File: src/rtl/timer_pkg.sv
// Shared types and helpers for countdown_timer and its tick prescaler.
package timer_pkg;

  typedef enum logic [1:0] {
    IDLE  = 2'd0,
    RUN   = 2'd1,
    PAUSE = 2'd2
  } state_t;

  localparam int MIN_PRESC_WIDTH = 1;

  // Prescaler counter width; a lone bit is still needed when PRESCALE<=2.
  function automatic int presc_width(input int prescale);
    return (prescale > 2) ? $clog2(prescale) : MIN_PRESC_WIDTH;
  endfunction

endpackage

File: src/rtl/tick_prescaler.sv
// Divides clk by PRESCALE while enabled; tick is high on the last cycle of each period.
module tick_prescaler
  import timer_pkg::*;
#(
  parameter int PRESCALE = 2
) (
  input  logic clk,
  input  logic rst_n,
  input  logic enable,
  input  logic clear,
  output logic tick
);

  localparam int WIDTH = presc_width(PRESCALE);
  localparam logic [WIDTH-1:0] LAST = WIDTH'(PRESCALE - 1);

  logic [WIDTH-1:0] cnt;

  assign tick = enable && (cnt == LAST);

  // NOTE: state registers use non-blocking assignments so every flop samples pre-edge values.
  always_ff @(posedge clk or negedge rst_n) begin
    if (!rst_n) begin
      cnt <= '0;
    end else if (clear) begin
      cnt <= '0;
    end else if (enable) begin
      cnt <= tick ? '0 : cnt + 1'b1;
    end
  end

endmodule

File: src/rtl/countdown_timer.sv
// Loadable down-counter with start/pause, prescaled decrement and a one-cycle done pulse.
// Optional build macro COUNTDOWN_AUTO_RELOAD_EN: expiry reloads the count and keeps running.
module countdown_timer
  import timer_pkg::*;
#(
  parameter int DATA_WIDTH = 8,
  parameter int PRESCALE   = 1
) (
  input  logic                  clk,
  input  logic                  rst_n,
  input  logic                  load,
  input  logic [DATA_WIDTH-1:0] load_value,
  input  logic                  start,
  input  logic                  pause,
  output logic [DATA_WIDTH-1:0] count,
  output logic                  running,
  output logic                  paused,
  output logic                  done
);

  state_t                state, state_next;
  logic [DATA_WIDTH-1:0] count_next;
  logic                  done_next;
  logic                  presc_en;
  logic                  tick;

`ifdef COUNTDOWN_AUTO_RELOAD_EN
  logic [DATA_WIDTH-1:0] reload_q;
`endif

  // A coincident pause or load freezes the prescaler, so pause beats a tick.
  assign presc_en = (state == RUN) && !load && !pause;

  generate
    if (PRESCALE == 1) begin : g_no_presc
      assign tick = presc_en;
    end else begin : g_presc
      tick_prescaler #(
        .PRESCALE(PRESCALE)
      ) u_presc (
        .clk   (clk),
        .rst_n (rst_n),
        .enable(presc_en),
        .clear (load),
        .tick  (tick)
      );
    end
  endgenerate

  // NOTE: every always_comb output gets a default first so no latch is inferred.
  always_comb begin
    state_next = state;
    count_next = count;
    done_next  = 1'b0;
    if (load) begin
      state_next = IDLE;
      count_next = load_value;
    end else begin
      case (state)
        IDLE: begin
          if (!pause && start) begin
            if (count != '0) state_next = RUN;
            else             done_next  = 1'b1;
          end
        end
        RUN: begin
          if (pause) begin
            state_next = PAUSE;
          end else if (tick) begin
            if (count < DATA_WIDTH'(2)) begin
              done_next = 1'b1;
`ifdef COUNTDOWN_AUTO_RELOAD_EN
              count_next = reload_q;
              if (reload_q == '0) state_next = IDLE;
`else
              count_next = '0;
              state_next = IDLE;
`endif
            end else begin
              count_next = count - 1'b1;
            end
          end
        end
        PAUSE: begin
          if (!pause && start) state_next = RUN;
        end
        default: state_next = IDLE;
      endcase
    end
  end

  always_ff @(posedge clk or negedge rst_n) begin
    if (!rst_n) begin
      state <= IDLE;
      count <= '0;
      done  <= 1'b0;
    end else begin
      state <= state_next;
      count <= count_next;
      done  <= done_next;
    end
  end

`ifdef COUNTDOWN_AUTO_RELOAD_EN
  always_ff @(posedge clk or negedge rst_n) begin
    if (!rst_n)    reload_q <= '0;
    else if (load) reload_q <= load_value;
  end
`endif

  assign running = (state == RUN);
  assign paused  = (state == PAUSE);

endmodule

File: config.mk
export PLATFORM = sky130hd
export DESIGN_NAME = countdown_timer
export DESIGN_NICKNAME = d
export VERILOG_FILES = /design/src/rtl/timer_pkg.sv /design/src/rtl/tick_prescaler.sv /design/src/rtl/countdown_timer.sv
export SDC_FILE = /design/constraint.sdc
export NUM_CORES = 1
export LEC_CHECK = 0
export ABC_AREA = 1
export BUFFER_PORTS_ARGS = -buffer_cell sky130_fd_sc_hd__buf_2
export CORE_UTILIZATION = 54
export DETAILED_ROUTE_END_ITERATION = 8
export PLACE_DENSITY_LB_ADDON = 0.25
export RECOVER_POWER = 100
export SYNTH_ARGS = -nofsm -noshare
export SYNTH_HDL_FRONTEND = slang
export SYNTH_SLANG_ARGS = --single-unit
File: constraint.sdc
create_clock -name clk -period 3 [get_ports clk]
set_input_delay 0.45 -clock clk [delete_from_list [all_inputs] [get_ports clk]]
set_output_delay 0.45 -clock clk [all_outputs]
set_load 0.1 [all_outputs]
=== After elaboration in Yosys (flattened, before gate mapping) ===
Cells that the tools add are included.

* $add $sub $neg: 1
* Order comparisons: 1
* Equality and inequality tests: 8
* Mux-type cells: 20
* Reductions and logical operators: 11

{| class="wikitable"
|+ Operator list
! cell !! count
|-
| $mux W8 || 5
|-
| $mux W2 || 7
|-
| $lt A8 B2 Y1 const B || 1
|-
| $ne A4 B3 Y1 const B || 2
|-
| $reduce_bool A8 Y1 || 1
|-
| $sub A8 B1 Y8 const B || 1
|-
| $mux W1 || 6
|-
| $ne A3 B3 Y1 const B || 2
|-
| $pmux W2 S3 || 1
|-
| $reduce_and A5 Y1 || 1
|-
| $reduce_bool A2 Y1 || 2
|-
| $logic_and A1 B1 Y1 || 3
|-
| $ne A3 B2 Y1 const B || 1
|-
| $reduce_and A3 Y1 || 1
|-
| $eq A2 B1 Y1 const B || 1
|-
| $eq A2 B2 Y1 const B || 1
|-
| $logic_not A1 Y1 || 2
|-
| $logic_not A2 Y1 || 1
|-
| $ne A2 B2 Y1 const B || 1
|-
| $pmux W1 S2 || 1
|}

* Register bits: 11
* Output and inout port bits: 11
* Word-level logic and storage cells: 44

=== Longest topological paths before layout ===
Gate-level depths: netlist (run 1).

* Depth in word-level cells: 7
* Depth in mapped cells: 7

=== Least setup slack after synthesis (run 1) ===
No wires, ideal clock.

* Path kind: register to output
* Start point: reg state[1]
* End point: out paused
* Arrival: 1.813 ns
* Required time: 2.550 ns
* Setup slack: 0.737 ns
* Stages on the path, launching flop included: 3
* Buffers on the path: 0
* Cell sequence: dfrtp_1 -> inv_1 -> nor2_1

* Word-level cells in the longest chain between the ends: 1

{| class="wikitable"
|+ RTL lines
! what !! line !! source
|-
| start, declared || countdown_timer.sv:21 || <nowiki>state_t state, state_next;</nowiki>
|-
| start signal, assigned || countdown_timer.sv:98 || <nowiki>state <= state_next;</nowiki>
|-
| $eq A2 B2 Y1 || countdown_timer.sv:112 || <nowiki>assign paused = (state == PAUSE);</nowiki>
|-
| end, declared || countdown_timer.sv:17 || <nowiki>output logic paused,</nowiki>
|}

Every way passes these cells.

=== Final worst setup path (run 1) ===
Same ends and word-level chain as after synthesis.

==> results.sh, run 1 <==
export IMPL_status="complete, no violations"
export IMPL_ctsLongestPathBuffers=2
export IMPL_leakage_nw=0.4909
export IMPL_timing_final_hold_violations=0
export IMPL_cp_top_family="buffers and inverters"
export IMPL_hpwl_mm=1.333
export IMPL_slew_viol_final=0
export IMPL_viasPerCell=5.243
export IMPL_die_area_um2=1692
export IMPL_arrival_ns=1.90
export IMPL_max_freq_mhz=425.5
export IMPL_drc=0
export IMPL_fp_dieH_um=41.14
export IMPL_cp_required_ns=2.55
export IMPL_grt_max_degree=12
export IMPL_yosysWarningCount=0
export IMPL_finalNonFillerCells=152
export IMPL_ctsHoldBuffers=0
export IMPL_end_kind="output pin"
export IMPL_numPortBuffers=23
export IMPL_dp_cells=148
export IMPL_clock_sinks=11
export IMPL_diodes=0
export IMPL_fin_crit_ns=2.350
export IMPL_worstSetupPathType="flop to output pin"
export IMPL_synth_nets=127
export IMPL_hp_class="input pin to async pin"
export IMPL_ys_types=24
export IMPL_cts_setup_buffers=0
export IMPL_die_w_um=41.14
export IMPL_cp_start_kind="flop"
export IMPL_clk_latency_ns=0.28
export IMPL_max_cap_violations=0
export IMPL_area_delta_synth_final_pct=12.10
export IMPL_cts_made_buffers=3
export IMPL_max_slew_margin=0.2256
export IMPL_row_count=13
export IMPL_slowest_stage="clkbuf_1"
export IMPL_cts_tree="done"
export IMPL_initial_utilization=0.6053
export IMPL_finClkSkew_ns=0.005651
export IMPL_synth_area_per_cell_um2=7.384
export IMPL_nFillCells=131
export IMPL_cts_root_buf="clkbuf_4"
export IMPL_powerDensity_nw_per_um2=533.7
export IMPL_setup_viol=0
export IMPL_ys_seq_area_frac=0.3328
export IMPL_ant_nets=0
export IMPL_layout_nets=153
export IMPL_grt_usage=0.2536
export IMPL_grt_overflow_total=0
export IMPL_fin_crit_sh=0.7833
export IMPL_syn_inst=112
export IMPL_peakVddDrop_mv=0.3058
export IMPL_setup_tns_ns=0
export IMPL_drive_gt1_frac=0.1825
export IMPL_routed_wl_mm=1.771
export IMPL_worst_pin_slew_ns=1.167
export IMPL_grt_pass1_wl_mm=2.628
export IMPL_slowest_delay_ns=0.88
export IMPL_cp_buffers_inverters=2
export IMPL_gp_congestion=0.8418
export IMPL_cts_max_level=1
export IMPL_netlist_area_um2=827.0
export IMPL_clk_pin_slew_ns=0.07
export IMPL_path_cells="inv_1 > nor2_1 > clkbuf_1"
export IMPL_wire_per_inst_um=11.65
export IMPL_ios=24
export IMPL_via_count=797
export IMPL_antenna_found_initial=0
export IMPL_cts_resized=0
export IMPL_grt_pass1_vias=615
export IMPL_rsz0062_at_grt="no"
export IMPL_crit_fanout=3
export IMPL_ys_ff_latch=11
export IMPL_drt_iter0_markers=21
export IMPL_core_area_um2=1366
export IMPL_dr_pass1_iters=4
==> report_power, final <==
part	switching [mW]	internal, mW	leakage [nW]
Sequential	0.0180	0.162	0.137
Combinational	0.170	0.0392	0.338
Clock	0.0539	0.0518	0.0150
Total	0.242	0.253	0.491
==> stage by stage <==
stage | hold slack, ns | setup WS [ns] | utilization | total power [mW] | cell area (µm²)
4_1_cts | 0.02921 | 1.101 | 0.7060 | 0.5075 | 964.7
5_1_grt | 0.1989 | 0.6275 | 0.6786 | 0.5195 | 927.1
2_1_floorplan | 0.1544 | 0.7370 | - | 0.3601 | 827.0
6_report | 0.1451 | 0.6500 | 0.6786 | 0.4949 | 927.1
3_5_place_dp | 0.3363 | 1.417 | 0.6868 | 0.4001 | 938.4
3_3_place_gp | 0.3363 | 1.478 | 0.6868 | 0.3953 | 938.4
==> state kept, by name (all words and copies together), names as in the netlist <==
name / flops
count: 8
done: 1
state: 2
==> synth_stat cells <==
master / number / area, µm²
o21ai_2: 1 / 8.760
a21oi_1: 1 / 5.000
nand2_2: 2 / 12.51
o21ai_1: 1 / 5.000
nand2_1: 28 / 105.1
buf_6: 2 / 22.52
nor2_8: 1 / 20.02
o21ai_0: 2 / 10.01
o21bai_1: 2 / 15.01
nand2_4: 1 / 11.26
dfrtp_1: 11 / 275.3
inv_2: 2 / 7.510
inv_1: 17 / 63.81
nor2_4: 3 / 33.78
nand3_2: 1 / 10.01
nor2_1: 9 / 33.78
o31ai_1: 1 / 7.510
nand3_4: 1 / 17.52
nand3_1: 16 / 80.08
ha_1: 2 / 25.02
xor2_1: 2 / 17.52
nand4_1: 4 / 25.02
a21oi_2: 1 / 8.760
nor2_2: 1 / 6.260
==> layout by cell type, fill, tap and decap left out, drive strengths merged <==
cell | netlist | layout
o21bai | 2 | 2
ha | 2 | 2
clkbuf | 0 | 16
xor2 | 2 | 2
inv | 19 | 19
o31ai | 1 | 1
a21oi | 2 | 2
nand4 | 4 | 4
nand3 | 18 | 18
nand2 | 31 | 31
nor2 | 14 | 14
o21ai | 4 | 4
buf | 2 | 11
dfrtp | 11 | 11
==> worst reg2reg max path, stage by stage, from the launching register on <==
cell     delay, ns
dfrtp_1       0.44
nor2_1        0.41
nand2_2       0.07
nor2_1        0.22
nor2_1        0.18
nand2_1       0.11
nand3_1       0.07
==> path summary, 6_finish.rpt <==
kind	start	to	slack, ns	cells past startpoint
setup / recovery	state[1]$_DFFE_PN0P_	paused	0.65	3
hold / removal	rst_n	state[1]$_DFFE_PN0P_	0.15	1
setup reg to reg	count[2]$_DFFE_PN0P_	count[4]$_DFFE_PN0P_	1.38	6
hold reg to reg	count[0]$_DFFE_PN0P_	count[0]$_DFFE_PN0P_	0.56	2
max in group asynchronous	rst_n	count[7]$_DFFE_PN0P_	2.45	1
min in group clk	load_value[1]	count[1]$_DFFE_PN0P_	0.39	3
==> routing by layer <==
layer / GRT usage / part of all wire / vias up
met1: 0.3069 / 0.46 / 356
met4: 0.1048 / 0.017 / 0
li1: - / - / 405
met5: 0 / 0 / -
met3: 0.1196 / 0.056 / 4
met2: 0.3828 / 0.47 / 32
==> cell families (layout without fill, tap and decap cells) <==
kind of cell,after synthesis,after routing,synth area share
and+or+nand+nor,67,67,0.4297
xor gates and xnor gates,2,2,0.02118
buffers and inverters,21,46,0.1135
adders and majority gates,2,2,0.03025
DFF,11,11,0.3328
AOI/OAI and AO/OA,9,9,0.07261
==> layout make-up <==
cell class | count | area, µm² | share of cell area
repair buffers | 23 | 100.1 | 0.1080
flip-flops and latches | 11 | 275.3 | 0.2969
well taps | 15 | 18.77 | 0.02024
clock buffers | 4 | 26.28 | 0.02834
multi-input cells | 80 | 435.4 | 0.4696
inverters | 19 | 71.32 | 0.07692
Power figures use the tool's default switching activity.
==> inputs of run 2 (changes only) <==
--- a/config.mk
+++ b/config.mk
@@ -7,7 +7,7 @@
 export LEC_CHECK = 0
 export ABC_AREA = 1
 export BUFFER_PORTS_ARGS = -buffer_cell sky130_fd_sc_hd__buf_2
-export CORE_UTILIZATION = 54
+export CORE_UTILIZATION = 45
 export DETAILED_ROUTE_END_ITERATION = 8
 export PLACE_DENSITY_LB_ADDON = 0.25
 export RECOVER_POWER = 100
==> constraint.sdc (replaced) <==
create_clock -name clk -period 1.95 [get_ports clk]
set_input_delay 0.2925 -clock clk [delete_from_list [all_inputs] [get_ports clk]]
set_output_delay 0.2925 -clock clk [all_outputs]
set_load 0.1 [all_outputs]
==> run 2 against run 1 <==
Net effect:
- via count decreased by 0.13%
- clock skew is 0.0018 ns lower
- clock-buffer cell count did not move
- sequential share of layout area fell by 1.2 points
- largest power group unchanged
==> results.sh, run 2 (synthesized netlist as in run 1, its figures left out) <==
export IMPL_status="complete, no violations"
export IMPL_mostFrequentLayoutCell="nand2_1"
export IMPL_cts_max_level=1
export IMPL_final_seq_area_um2=275.3
export IMPL_slowest_stage="dfrtp_1"
export IMPL_top_register="count"
export IMPL_final_util=0.5601
export IMPL_slew_viol_final=0
export IMPL_drc=0
export IMPL_setup_viol=0
export IMPL_wl_met2_um=831
export IMPL_core_area_um2=1727
export IMPL_ios=24
export IMPL_crit_fanout=3
export IMPL_powerDensity_nw_per_um2=790.1
export IMPL_row_count=15
export IMPL_viasPerCell=4.883
export IMPL_cts_made_buffers=3
export IMPL_ctsLongestPathBuffers=2
export IMPL_min_path_cells=3
export IMPL_clk_pin_slew_ns=0.07
export IMPL_grt_overflow_total=0
export IMPL_fin_crit_sh=0.8750
export IMPL_setup_tns_ns=0
export IMPL_routed_wl_mm=1.784
export IMPL_timing_final_hold_violations=0
export IMPL_cp_top_family="buffers and inverters"
export IMPL_clk_latency_ns=0.27
export IMPL_internal_power_mw=0.3962
export IMPL_grt_usage=0.2086
export IMPL_end_kind="output pin"
export IMPL_reg2reg_slack_ns=0.45
export IMPL_clock_sinks=11
export IMPL_gp_congestion=0.7836
export IMPL_p_sw_frac=0.4816
export IMPL_final_cell_mix="nand2_1, inv_1, nand3_1"
export IMPL_cts_root_buf="clkbuf_4"
export IMPL_p_clk_frac=0.207
export IMPL_drive_gt1_frac=0.2609
export IMPL_p_seq_frac=0.364
export IMPL_wl_met1_um=854
export IMPL_diodes=0
export IMPL_antenna_found_initial=0
export IMPL_grt_pass1_wl_mm=2.973
export IMPL_worst_slack_ns=0.2438
export IMPL_peakVddDrop_mv=0.3999
export IMPL_max_cap_violations=0
export IMPL_initial_utilization=0.4790
export IMPL_path_cells="inv_1 > nor2_2 > clkbuf_2"
export IMPL_via_count=796
export IMPL_die_w_um=44.87
export IMPL_dr_max_layer_used="met4"
export IMPL_met3_length_um=75
export IMPL_die_area_um2=2013
export IMPL_cp_buffers_inverters=2
export IMPL_grt_max_degree=12
export IMPL_finClkSkew_ns=0.003887
export IMPL_cp_start_kind="flop"
export IMPL_max_slew_margin=0.6016
export IMPL_nFillCells=176
export IMPL_cts_tree="done"
export IMPL_ant_nets=0
export IMPL_worst_pin_slew_ns=0.5976
export IMPL_cp_required_ns=1.66
export IMPL_power_mw=0.7642
export IMPL_numPortBuffers=23
export IMPL_r2r_end="state[0]$_DFFE_PN0P_"
export IMPL_fp_dieH_um=44.87
export IMPL_hp_class="input pin to flop"
export IMPL_hpwl_mm=1.356
export IMPL_slowest_delay_ns=0.46
export IMPL_largest_reg_flops=8
export IMPL_arrival_ns=1.41
export IMPL_min_to="count[1]$_DFFE_PN0P_"
export IMPL_largest_registers="count: 8 flops, state: 2 flops, done: 1 flops"
export IMPL_leakage_nw=0.5303
export IMPL_area_delta_synth_final_pct=16.94
export IMPL_multi_input_area_um2=439.2
export IMPL_wire_per_inst_um=10.94
export IMPL_worstSetupPathType="flop to output pin"
export IMPL_grt_pass1_vias=659
export IMPL_rsz0062_at_grt="no"
export IMPL_min_from="load_value[1]"
export IMPL_dr_pass1_iters=4
export IMPL_drt_iter0_markers=20
export IMPL_fin_crit_ns=1.706
export IMPL_reg2reg_from="count[4]$_DFFE_PN0P_"
export IMPL_layout_nets=154
export IMPL_dp_slack_ns=0.5768
export IMPL_holdWs_ns=0.2306
export IMPL_ff2ff_path_depth=5
export IMPL_p_comb_frac=0.429
export IMPL_max_freq_mhz=586.1
export IMPL_power_switching_mw=0.3680
==> run 2: cell count changes in the layout (fill, tap and decap cells not counted) <==
cell / previous run / this run
a21oi_1: 1 / 2
a21oi_2: 1 / 0
clkbuf_1: 13 / 2
clkbuf_2: 0 / 11
dlygate4sd3_1: 0 / 1
nor2_1: 12 / 11
nor2_4: 0 / 1
==> run 2: power by group through the flow <==
| stage | Combinational, mW | Clock, mW | Sequential (mW) |
|---|---|---|---|
| after floorplan | 0.136 | 0 | 0.419 |
| after global routing | 0.356 | 0.177 | 0.282 |
| after global placement | 0.328 | 0 | 0.281 |
| after detailed placement | 0.332 | 0 | 0.283 |
| final | 0.327 | 0.159 | 0.278 |
| after CTS | 0.334 | 0.164 | 0.278 |
==> run 2: metrics by stage <==
stage | cell area (µm²) | cells
finish | 967.2 | 163
global route | 967.2 | 163
CTS | 989.7 | 163
detailed placement | 953.4 | 158
global placement | 953.4 | 158
floorplan | 829.5 | 112
==> run 2: per-layer routing <==
metal,vias to the layer above,track usage
li1,407,-
met1,363,0.2982
met2,22,0.3088
met3,4,0.03600
met4,0,0.09091
met5,-,0
==> run 2: how the worst max path moves through the flow <==
stage	startpoint	to	depth (start not counted)
floorplan	count[0]$_DFFE_PN0P_	count[2]$_DFFE_PN0P_	5
global placement	state[1]$_DFFE_PN0P_	paused	3
detailed placement	state[1]$_DFFE_PN0P_	paused	3
CTS	state[1]$_DFFE_PN0P_	paused	3
global route	state[1]$_DFFE_PN0P_	paused	3
finish	state[1]$_DFFE_PN0P_	paused	3
==> run 2: timing repair <==
action                                 4_1_cts  5_1_grt
endpoints found under the hold margin       11        0
gates resized for setup                      0        0
hold buffers                                 1        0
buffers inserted                             0        0
==> run 2: worst reg2reg max path: stages (launching register included) <==
cell	delay, ns
dfrtp_1	0.43
nor2_1	0.25
nand2_1	0.12
nor2_1	0.21
nor2_1	0.18
o21bai_1	0.20
==> run 2: cell type report <==
class,count,area share
Timing Repair Buffer,24,0.1281
Clock buffer,4,0.02717
Multi-Input combinational cell,80,0.4541
Inverter,19,0.07374
Sequential cell,11,0.2846
Tap cell,25,0.03234
==> inputs of run 3 (changes only) <==
--- a/config.mk
+++ b/config.mk
@@ -9,7 +9,7 @@
 export BUFFER_PORTS_ARGS = -buffer_cell sky130_fd_sc_hd__buf_2
 export CORE_UTILIZATION = 45
 export DETAILED_ROUTE_END_ITERATION = 8
-export PLACE_DENSITY_LB_ADDON = 0.25
+export PLACE_DENSITY = 0.74
 export RECOVER_POWER = 100
 export SYNTH_ARGS = -nofsm -noshare
 export SYNTH_HDL_FRONTEND = slang
==> run 3 against run 2 <==
Net effect:
- clock-buffer cell count is the same
- global-route usage shrank 0.084 points
- worst hold slack lost 0.012 ns
- die area is the same
- first-iteration DRC count shrank 10%
- wire length grew 1.3%
- maximum frequency shrank 1.9%
- final cell count is the same
- largest power group unchanged
- via count shrank 4.6%
- register-to-register slack gained 0.03 ns
- setup slack lost 0.032 ns
- sequential cell count is the same
==> results.sh, run 3 (synthesized netlist as in run 1, its figures left out) <==
export IMPL_layout_nets=154
export IMPL_cts_tree="done"
export IMPL_largest_reg_flops=8
export IMPL_reg2reg_slack_ns=0.48
export IMPL_ant_nets=0
export IMPL_slew_viol_final=0
export IMPL_initial_utilization=0.4790
export IMPL_rsz0062_at_grt="no"
export IMPL_row_count=15
export IMPL_ios=24
export IMPL_timing_final_hold_violations=0
export IMPL_numPortBuffers=23
export IMPL_crit_fanout=3
export IMPL_reg2reg_from="state[0]$_DFFE_PN0P_"
export IMPL_die_area_um2=2013
export IMPL_finClkSkew_ns=0.001139
export IMPL_largest_registers="count: 8 flops, state: 2 flops, done: 1 flops"
export IMPL_min_from="load_value[1]"
export IMPL_worst_pin_slew_ns=0.6538
export IMPL_max_slew_margin=0.5641
export IMPL_gp_congestion=0.7673
export IMPL_finalNonFillerCells=163
export IMPL_core_area_um2=1727
export IMPL_peakVddDrop_mv=0.4161
export IMPL_min_to="count[1]$_DFFE_PN0P_"
export IMPL_hp_class="input pin to flop"
export IMPL_min_path_cells=3
export IMPL_setup_tns_ns=0
export IMPL_fp_dieH_um=44.87
export IMPL_worst_slack_ns=0.2115
export IMPL_setup_viol=0
export IMPL_grt_pass1_wl_mm=2.925
export IMPL_dp_cells=158
export IMPL_die_w_um=44.87
export IMPL_hpwl_mm=1.364
export IMPL_max_freq_mhz=575.2
export IMPL_grt_pass1_vias=701
export IMPL_leakage_nw=0.5297
export IMPL_cts_root_buf="clkbuf_4"
export IMPL_r2r_end="state[0]$_DFFE_PN0P_"
export IMPL_final_cell_mix="nand2_1, inv_1, nand3_1"
export IMPL_via_count=759
export IMPL_grt_overflow_total=0
export IMPL_antenna_found_initial=0
export IMPL_powerDensity_nw_per_um2=813.8
export IMPL_top_register="count"
export IMPL_wire_per_inst_um=11.09
export IMPL_grt_max_degree=12
export IMPL_diodes=0
export IMPL_ff2ff_path_depth=5
export IMPL_max_cap_violations=0
export IMPL_clk_latency_ns=0.29
export IMPL_cp_start_kind="flop"
export IMPL_dr_pass1_iters=4
export IMPL_viasPerCell=4.656
export IMPL_drive_gt1_frac=0.2536
export IMPL_end_kind="output pin"
export IMPL_dp_slack_ns=0.5581
export IMPL_status="complete, no violations"
export IMPL_cts_max_level=1
export IMPL_mostFrequentLayoutCell="nand2_1"
export IMPL_clk_pin_slew_ns=0.08
export IMPL_routed_wl_mm=1.807
export IMPL_cts_made_buffers=3
export IMPL_worstSetupPathType="flop to output pin"
export IMPL_cp_required_ns=1.66
export IMPL_drc=0
export IMPL_area_delta_synth_final_pct=15.73
export IMPL_crit_start="state[1]$_DFFE_PN0P_"
export IMPL_drt_iter0_markers=18
export IMPL_fin_crit_sh=0.8915
export IMPL_ctsLongestPathBuffers=2
export IMPL_arrival_ns=1.45
export IMPL_clock_sinks=11
export IMPL_grt_usage=0.2077
export IMPL_fin_crit_ns=1.738
[run 3: changes by cell type in the layout (fill, tap and decap cells not counted)]
cell     previous run  this run
inv_1              17        18
inv_2               2         1
nand3_1            16        17
nand3_4             1         0
nor2_1             11        10
nor2_2              1         2
[run 3: power by group]
| part | switching (mW) | total [mW] | internal [mW] |
|---|---|---|---|
| logic | 0.258 | 0.326 | 0.0680 |
| clock network | 0.0956 | 0.175 | 0.0796 |
| registers | 0.0285 | 0.277 | 0.249 |
| total | 0.382 | 0.779 | 0.397 |
[run 3: how the worst max path moves through the flow]
stage	to	slack, ns	depth (start not counted)
2_1_floorplan	count[2]$_DFFE_PN0P_	0.01	5
3_3_place_gp	paused	0.60	3
3_5_place_dp	paused	0.56	3
4_1_cts	paused	0.24	3
5_1_grt	paused	0.15	3
6_report	paused	0.21	3
[run 3: metrics by stage]
step | total power [mW] | area, µm² | hold slack [ns] | utilization
finish | 0.7789 | 957.2 | 0.2182 | 0.5543
CTS | 0.7894 | 989.7 | 0.2170 | 0.5732
global placement | 0.6087 | 953.4 | 0.1818 | 0.5522
detailed placement | 0.6130 | 953.4 | 0.1876 | 0.5522
floorplan | 0.5545 | 829.5 | -0.003091 | -
global route | 0.8261 | 957.2 | 0.2194 | 0.5543
[run 3: critical path, stage by stage, from the launching register on]
cell and delay [ns]:
dfrtp_1 0.47, inv_1 0.12, nor2_2 0.11, clkbuf_2 0.46
[run 3: area by class of cell]
class / count / area, µm²
Clock buffer: 4 / 26.28
Fill cell: 182 / 769.5
Multi-Input combinational cell: 80 / 429.2
Tap cell: 25 / 31.28
Inverter: 19 / 71.32
Sequential cell: 11 / 275.3
Timing Repair Buffer: 24 / 123.9
[run 3: layer usage]
layer | wire length (µm) | GRT usage | vias up
li1 | - | - | 406
met1 | 846 | 0.2456 | 324
met2 | 822 | 0.3353 | 25
met3 | 111 | 0.05600 | 4
met4 | 27 | 0.1273 | 0
met5 | 0 | 0 | -
[run 3: repair_timing]
item / 4_1_cts / 5_1_grt
hold buffers: 1 / 0
setup buffers: 0 / 0
gates resized for setup: 0 / 0
hold endpoints to repair: 11 / 0
